### src/rtl/fft32_stage_sequencer.sv
// Control FSM for the 32-point iterative radix-2 FFT: load, NUM_STAGES butterfly passes, output.
// Define FFT32_SEQ_PERF_EN to add saturating frame/stall performance counters.
module fft32_stage_sequencer #(
  parameter int NUM_STAGES    = 5,
  parameter int STAGE_LATENCY = 2,
  parameter int SEL_W         = 3
) (
  input  logic             clk,
  input  logic             rst_n,
  input  logic             clear,
  input  logic             in_valid,
  output logic             in_ready,
  output logic             load_en,
  output logic [SEL_W-1:0] stage_sel,
  output logic             stage_en,
  output logic             first_stage,
  output logic             busy,
  output logic             out_valid,
  input  logic             out_ready
`ifdef FFT32_SEQ_PERF_EN
  ,
  input  logic             perf_clr,
  output logic [15:0]      perf_frames,
  output logic [15:0]      perf_stall
`endif
);

  typedef enum logic [1:0] {
    S_IDLE,
    S_RUN,
    S_OUT
  } state_t;

  localparam logic [3:0]       LAT_MAX  = 4'(STAGE_LATENCY - 1);
  localparam logic [SEL_W-1:0] LAST_STG = SEL_W'(NUM_STAGES - 1);

  state_t           r_state;
  state_t           w_next;
  logic [SEL_W-1:0] r_stage;
  logic [3:0]       r_lat;
  logic             w_tick;
  logic             w_last_stg;
  logic             w_accept;

  assign w_tick     = (r_state == S_RUN) && (r_lat == LAT_MAX);
  assign w_last_stg = (r_stage == LAST_STG);
  assign w_accept   = in_valid && in_ready;

  always_ff @(posedge clk) begin
    if (!rst_n || clear) begin
      r_state <= S_IDLE;
    end else begin
      r_state <= w_next;
    end
  end

  always_comb begin
    w_next = r_state;
    unique case (r_state)
      S_IDLE: if (w_accept) w_next = S_RUN;
      S_RUN: if (w_tick && w_last_stg) w_next = S_OUT;
      S_OUT: if (out_ready) w_next = S_IDLE;
      default: w_next = S_IDLE;
    endcase
  end

  // Stage index advances once per settled butterfly pass.
  always_ff @(posedge clk) begin
    if (!rst_n || clear) begin
      r_stage <= '0;
      r_lat   <= '0;
    end else if (r_state == S_RUN) begin
      if (w_tick) begin
        r_lat   <= '0;
        r_stage <= w_last_stg ? '0 : r_stage + SEL_W'(1);
      end else begin
        r_lat <= r_lat + 4'd1;
      end
    end else begin
      r_stage <= '0;
      r_lat   <= '0;
    end
  end

  always_comb begin
    in_ready    = (r_state == S_IDLE) && rst_n && !clear;
    load_en     = in_valid && in_ready;
    stage_sel   = r_stage;
    stage_en    = w_tick && rst_n && !clear;
    first_stage = (r_state == S_RUN) && (r_stage == '0);
    busy        = (r_state != S_IDLE);
    out_valid   = (r_state == S_OUT);
  end

`ifdef FFT32_SEQ_PERF_EN
  logic [15:0] r_frames;
  logic [15:0] r_stall;

  always_ff @(posedge clk) begin
    if (!rst_n || perf_clr) begin
      r_frames <= '0;
      r_stall  <= '0;
    end else begin
      if (out_valid && out_ready && r_frames != 16'hFFFF)
        r_frames <= r_frames + 16'd1;
      if (out_valid && !out_ready && r_stall != 16'hFFFF)
        r_stall <= r_stall + 16'd1;
    end
  end

  assign perf_frames = r_frames;
  assign perf_stall  = r_stall;
`endif

endmodule

### config.mk
export PLATFORM = sky130hd
export DESIGN_NAME = fft32_stage_sequencer
export DESIGN_NICKNAME = d
export VERILOG_FILES = /design/src/rtl/fft32_stage_sequencer.sv
export SDC_FILE = /design/constraint.sdc
export NUM_CORES = 1
export LEC_CHECK = 0
export BUFFER_PORTS_ARGS = -buffer_cell sky130_fd_sc_hd__buf_2
export CAP_MARGIN = 25
export CORE_AREA = 2 2 39 41
export CTS_CLUSTER_SIZE = 14
export DETAILED_ROUTE_END_ITERATION = 8
export DIE_AREA = 0 0 41 43
export PLACE_DENSITY_LB_ADDON = 0.08
export SLEW_MARGIN = 5
export SYNTH_ARGS = -nofsm -noshare
export SYNTH_HDL_FRONTEND = slang
export SYNTH_SLANG_ARGS = --single-unit
### constraint.sdc
create_clock -name clk -period 1.9 [get_ports clk]
set_clock_uncertainty 0.05 [all_clocks]
set_input_delay 0 -clock clk [delete_from_list [all_inputs] [get_ports clk]]
set_output_delay 0 -clock clk [all_outputs]
set_load 0.1 [all_outputs]
==> impl_metrics.csv <==
group,metric,value,unit
outcome,outcome,"complete, no violations",
pwr,total_power,0.000393,W
yosys,postSynthAreaPerCell,9.21,µm²
yosys,syn_inst,50,
clocking,cts_buffer_depth,2,
sta,finalSetupViolCount,0,
detailed_routing,vias,393,
yosys,ys_warn_count,0,
placement,io_buffers,13,
cells_and_area,fin_nets,78,
setup_path,path_max_fanout,6,
clocking,htree_levels,1,
sta,finalCritPeriodShare,0.925,
setup_path,r2r_end,"r_state[1]$_SDFFE_PP0P_",
detailed_routing,highest-signal-layer,"met3",
job,cap_violations,0,
yosys,synthMuxAreaShare,0.0217,
clocking,cts_sinks,9,
detailed_routing,drt_iter0_drc,4,
detailed_routing,viasPerCell,4.68,
floorplanning,fp.dieArea,1760,µm²
detailed_routing,antenna_left,0,
clocking,cts_buffers,3,
detailed_routing,route.met2.wl,392,µm
cells_and_area,syn2layout_area_growth,35.3,%
setup_path,endpoint,"r_state[1]$_SDFFE_PP0P_",
detailed_routing,wl_met1,369,µm
cells_and_area,drive_gt1_frac,0.382,
placement,place_inst,79,
floorplanning,io_pins,14,
setup_path,crit_slowest_cell,"or4b_4",
grt,grt_max_degree,8,
setup_path,r2r_slack,0.14,ns
placement,place_congestion,0.591,
yosys,synthSimpleGateAreaFrac,0.326,
setup_path,endpoint_kind,"register",
setup_path,ff2ff_path_depth,4,
yosys,synthAdderAreaFrac,0.109,
detailed_routing,drt_first_pass_iters,2,
pwr,leakage,0.263,nW
setup_path,worstPathCellList,"ha_1, or3b_1, or4b_4, a21oi_2",
clocking,insertion_delay,0.26,ns
detailed_routing,wl,830,µm
setup_path,worstPathRequired,2.05,ns
cells_and_area,fillCellCount,150,
pwr,p_per_area,631,nW/µm²
detailed_routing,drcViolationCount,0,
floorplanning,core,1380,µm²
yosys,synth_area,460,µm²
sta,maxSlewViolCount,0,
sta,hold_viol,0,
floorplanning,dieHeight,43,µm
clocking,postCtsSetupBuffers,0,
placement,dp_hpwl,649,µm
clocking,clk_pin_slew_worst_paths,0.06,ns
clocking,cts_root_buffer,"clkbuf_4",
grt,antenna_found_initial,0,
floorplanning,die_x,41,µm
yosys,ys_seq_elements,9,
yosys,synthXorXnorAreaFrac,0.0380,
yosys,synth_compound_gate_area_share,0.0652,
setup_path,reg2reg_from,"r_lat[0]$_SDFF_PP0_",
yosys,synth_top_family_by_area,"simple AND/OR/NAND/NOR gates",
floorplanning,rows,14,
detailed_routing,dr_wl_met3,67,µm
sta,tightest_slew,0.489,ns
grt,grt_usage,0.119,
setup_path,critPathLaunch,"r_lat[0]$_SDFF_PP0_",
placement,place_area,587,µm²
clocking,cts_tree,"built",
yosys,yosysUniqueCellTypes,24,
sta,setup-tns-final,0,ns
grt,grt_pass1_vias,362,
detailed_routing,wl_per_cell,9.88,µm
setup_path,criticalPathCategory,"reg2reg",
cells_and_area,final_cell_area,623,µm²
yosys,ys_seq_area_frac,0.391,
sta,period_needed,1.76,ns
worst_hold_path,hold_depth,3,
grt,grt_pass1_wl,1430,µm
sta,fmaxAchievable,0.569,GHz
cells_and_area,instances_no_fill,84,
setup_path,arrival,1.91,ns
worst_hold_path,hold_class,"in2reg",
pwr,ir_drop,0.000407,V
floorplanning,start_util,0.333,
grt,grt-ovfl-total,0,
setup_path,cp_slowest_stage_delay,0.55,ns
cells_and_area,n_antenna_cell,0,
sta,rsz0062_at_grt,"no",
setup_path,cp-start-kind,"register",
yosys,syn-num-nets,59,
sta,maxSlewHeadroom,0.676,
-- Yosys cell counts (all sizes together) --
cell type / number / area (µm²)
xor2: 1 / 8.76
dfxtp: 9 / 180
ha: 4 / 50.1
mux2i: 1 / 10.0
nor2: 8 / 30.0
nor4bb: 1 / 10.0
inv: 3 / 11.3
and2: 1 / 6.26
nand2: 2 / 7.51
or3b: 2 / 17.5
or2: 1 / 6.26
buf: 1 / 11.3
o22ai: 1 / 6.26
nand4bb: 1 / 11.3
nor2b: 1 / 6.26
a21oi: 3 / 18.8
or4b: 1 / 13.8
nor3: 1 / 5.00
nand3: 2 / 10.0
nand3b: 1 / 7.51
xnor2: 1 / 8.76
o21ai: 1 / 5.00
nand2b: 3 / 18.8
-- layer usage --
layer,up-vias,track usage
met5,-,0
met4,0,0.0200
met3,0,0.0785
met2,12,0.178
met1,175,0.140
li1,206,-
-- report_power, final --
| group | total (W) | switching, W | internal [W] | leakage, nW |
|---|---|---|---|---|
| logic | 0.0000553 | 0.0000405 | 0.0000149 | 0.175 |
| registers | 0.000192 | 0.00000228 | 0.000190 | 0.0732 |
| clock network | 0.000146 | 0.0000648 | 0.0000807 | 0.0150 |
| total | 0.000393 | 0.000108 | 0.000286 | 0.263 |
-- worst min-delay path by stage --
| stage | from | endpoint | slack [ns] |
|---|---|---|---|
| after floorplan | out_ready | r_state[1]$_SDFFE_PP0P_ | 0.14 |
| after global placement | out_ready | r_state[1]$_SDFFE_PP0P_ | 0.24 |
| after detailed placement | out_ready | r_state[1]$_SDFFE_PP0P_ | 0.24 |
| after CTS | in_valid | r_state[0]$_SDFFE_PP0P_ | 0.01 |
| after global routing | in_valid | r_state[0]$_SDFFE_PP0P_ | 0.05 |
| final | in_valid | r_state[0]$_SDFFE_PP0P_ | 0.02 |
-- through the flow --
step	utilization	hold WS (ns)	worst slack (ns)
2_1_floorplan	-	0.138	-0.333
4_1_cts	0.450	0.0140	0.125
3_3_place_gp	0.424	0.236	0.187
5_1_grt	0.450	0.0453	0.0327
6_report	0.450	0.0207	0.142
3_5_place_dp	0.424	0.237	0.131
-- area by class of cell --
cell class | instances | area (µm²) | share of cell area
Clock buffer | 4 | 26.3 | 0.0422
Inverter | 3 | 11.3 | 0.0181
Multi-Input combinational cell | 37 | 287 | 0.460
Sequential cell | 9 | 181 | 0.291
Tap cell | 16 | 20.0 | 0.0321
Timing Repair Buffer | 15 | 97.6 | 0.157
-- placed cells by master (no fill, tap or decap) --
cell type and instances:
nand4bb_1 1, nand2b_1 3, nand2_1 2, nor3_1 1, xor2_1 1, ha_1 4
mux2i_1 1, o21ai_0 1, or4b_4 1, nor2_4 1, nand3_1 2, clkbuf_1 1
buf_2 12, inv_1 3, a21oi_1 2, nand3b_1 1, nor2_2 1, buf_12 1
and2_2 1, buf_4 1, dlygate4sd3_1 1, o22ai_1 1, xnor2_1 1, or3b_1 2
a21oi_2 1, or2_2 1, nor2b_2 1, clkbuf_4 3, nor2_1 6, dfxtp_2 1
nor4bb_4 1, dfxtp_1 8
-- flip-flops by register name, summed over array words and instances, names as in the netlist --
name / count
r_lat: 4
r_state: 2
stage_sel: 3
-- critical path, delay by kind of cell (launching register included) --
family          cells  cell delay [ns]
compound gates      1             0.13
fa+ha+maj           1             0.16
flops               1             0.37
simple gates        2             1.00
-- logic make-up after synthesis --
group | after synthesis
xor+xnor | 2
flops | 9
simple gates | 25
buf+inv | 4
mux | 1
compound gates | 5
fa+ha+maj | 4
-- repair_timing --
action | CTS | global route
hold buffers | 1 | 0
endpoints found under the hold margin | 1 | 0
resized for setup | 0 | 0
No activity file was read; power rests on OpenSTA's default activity.
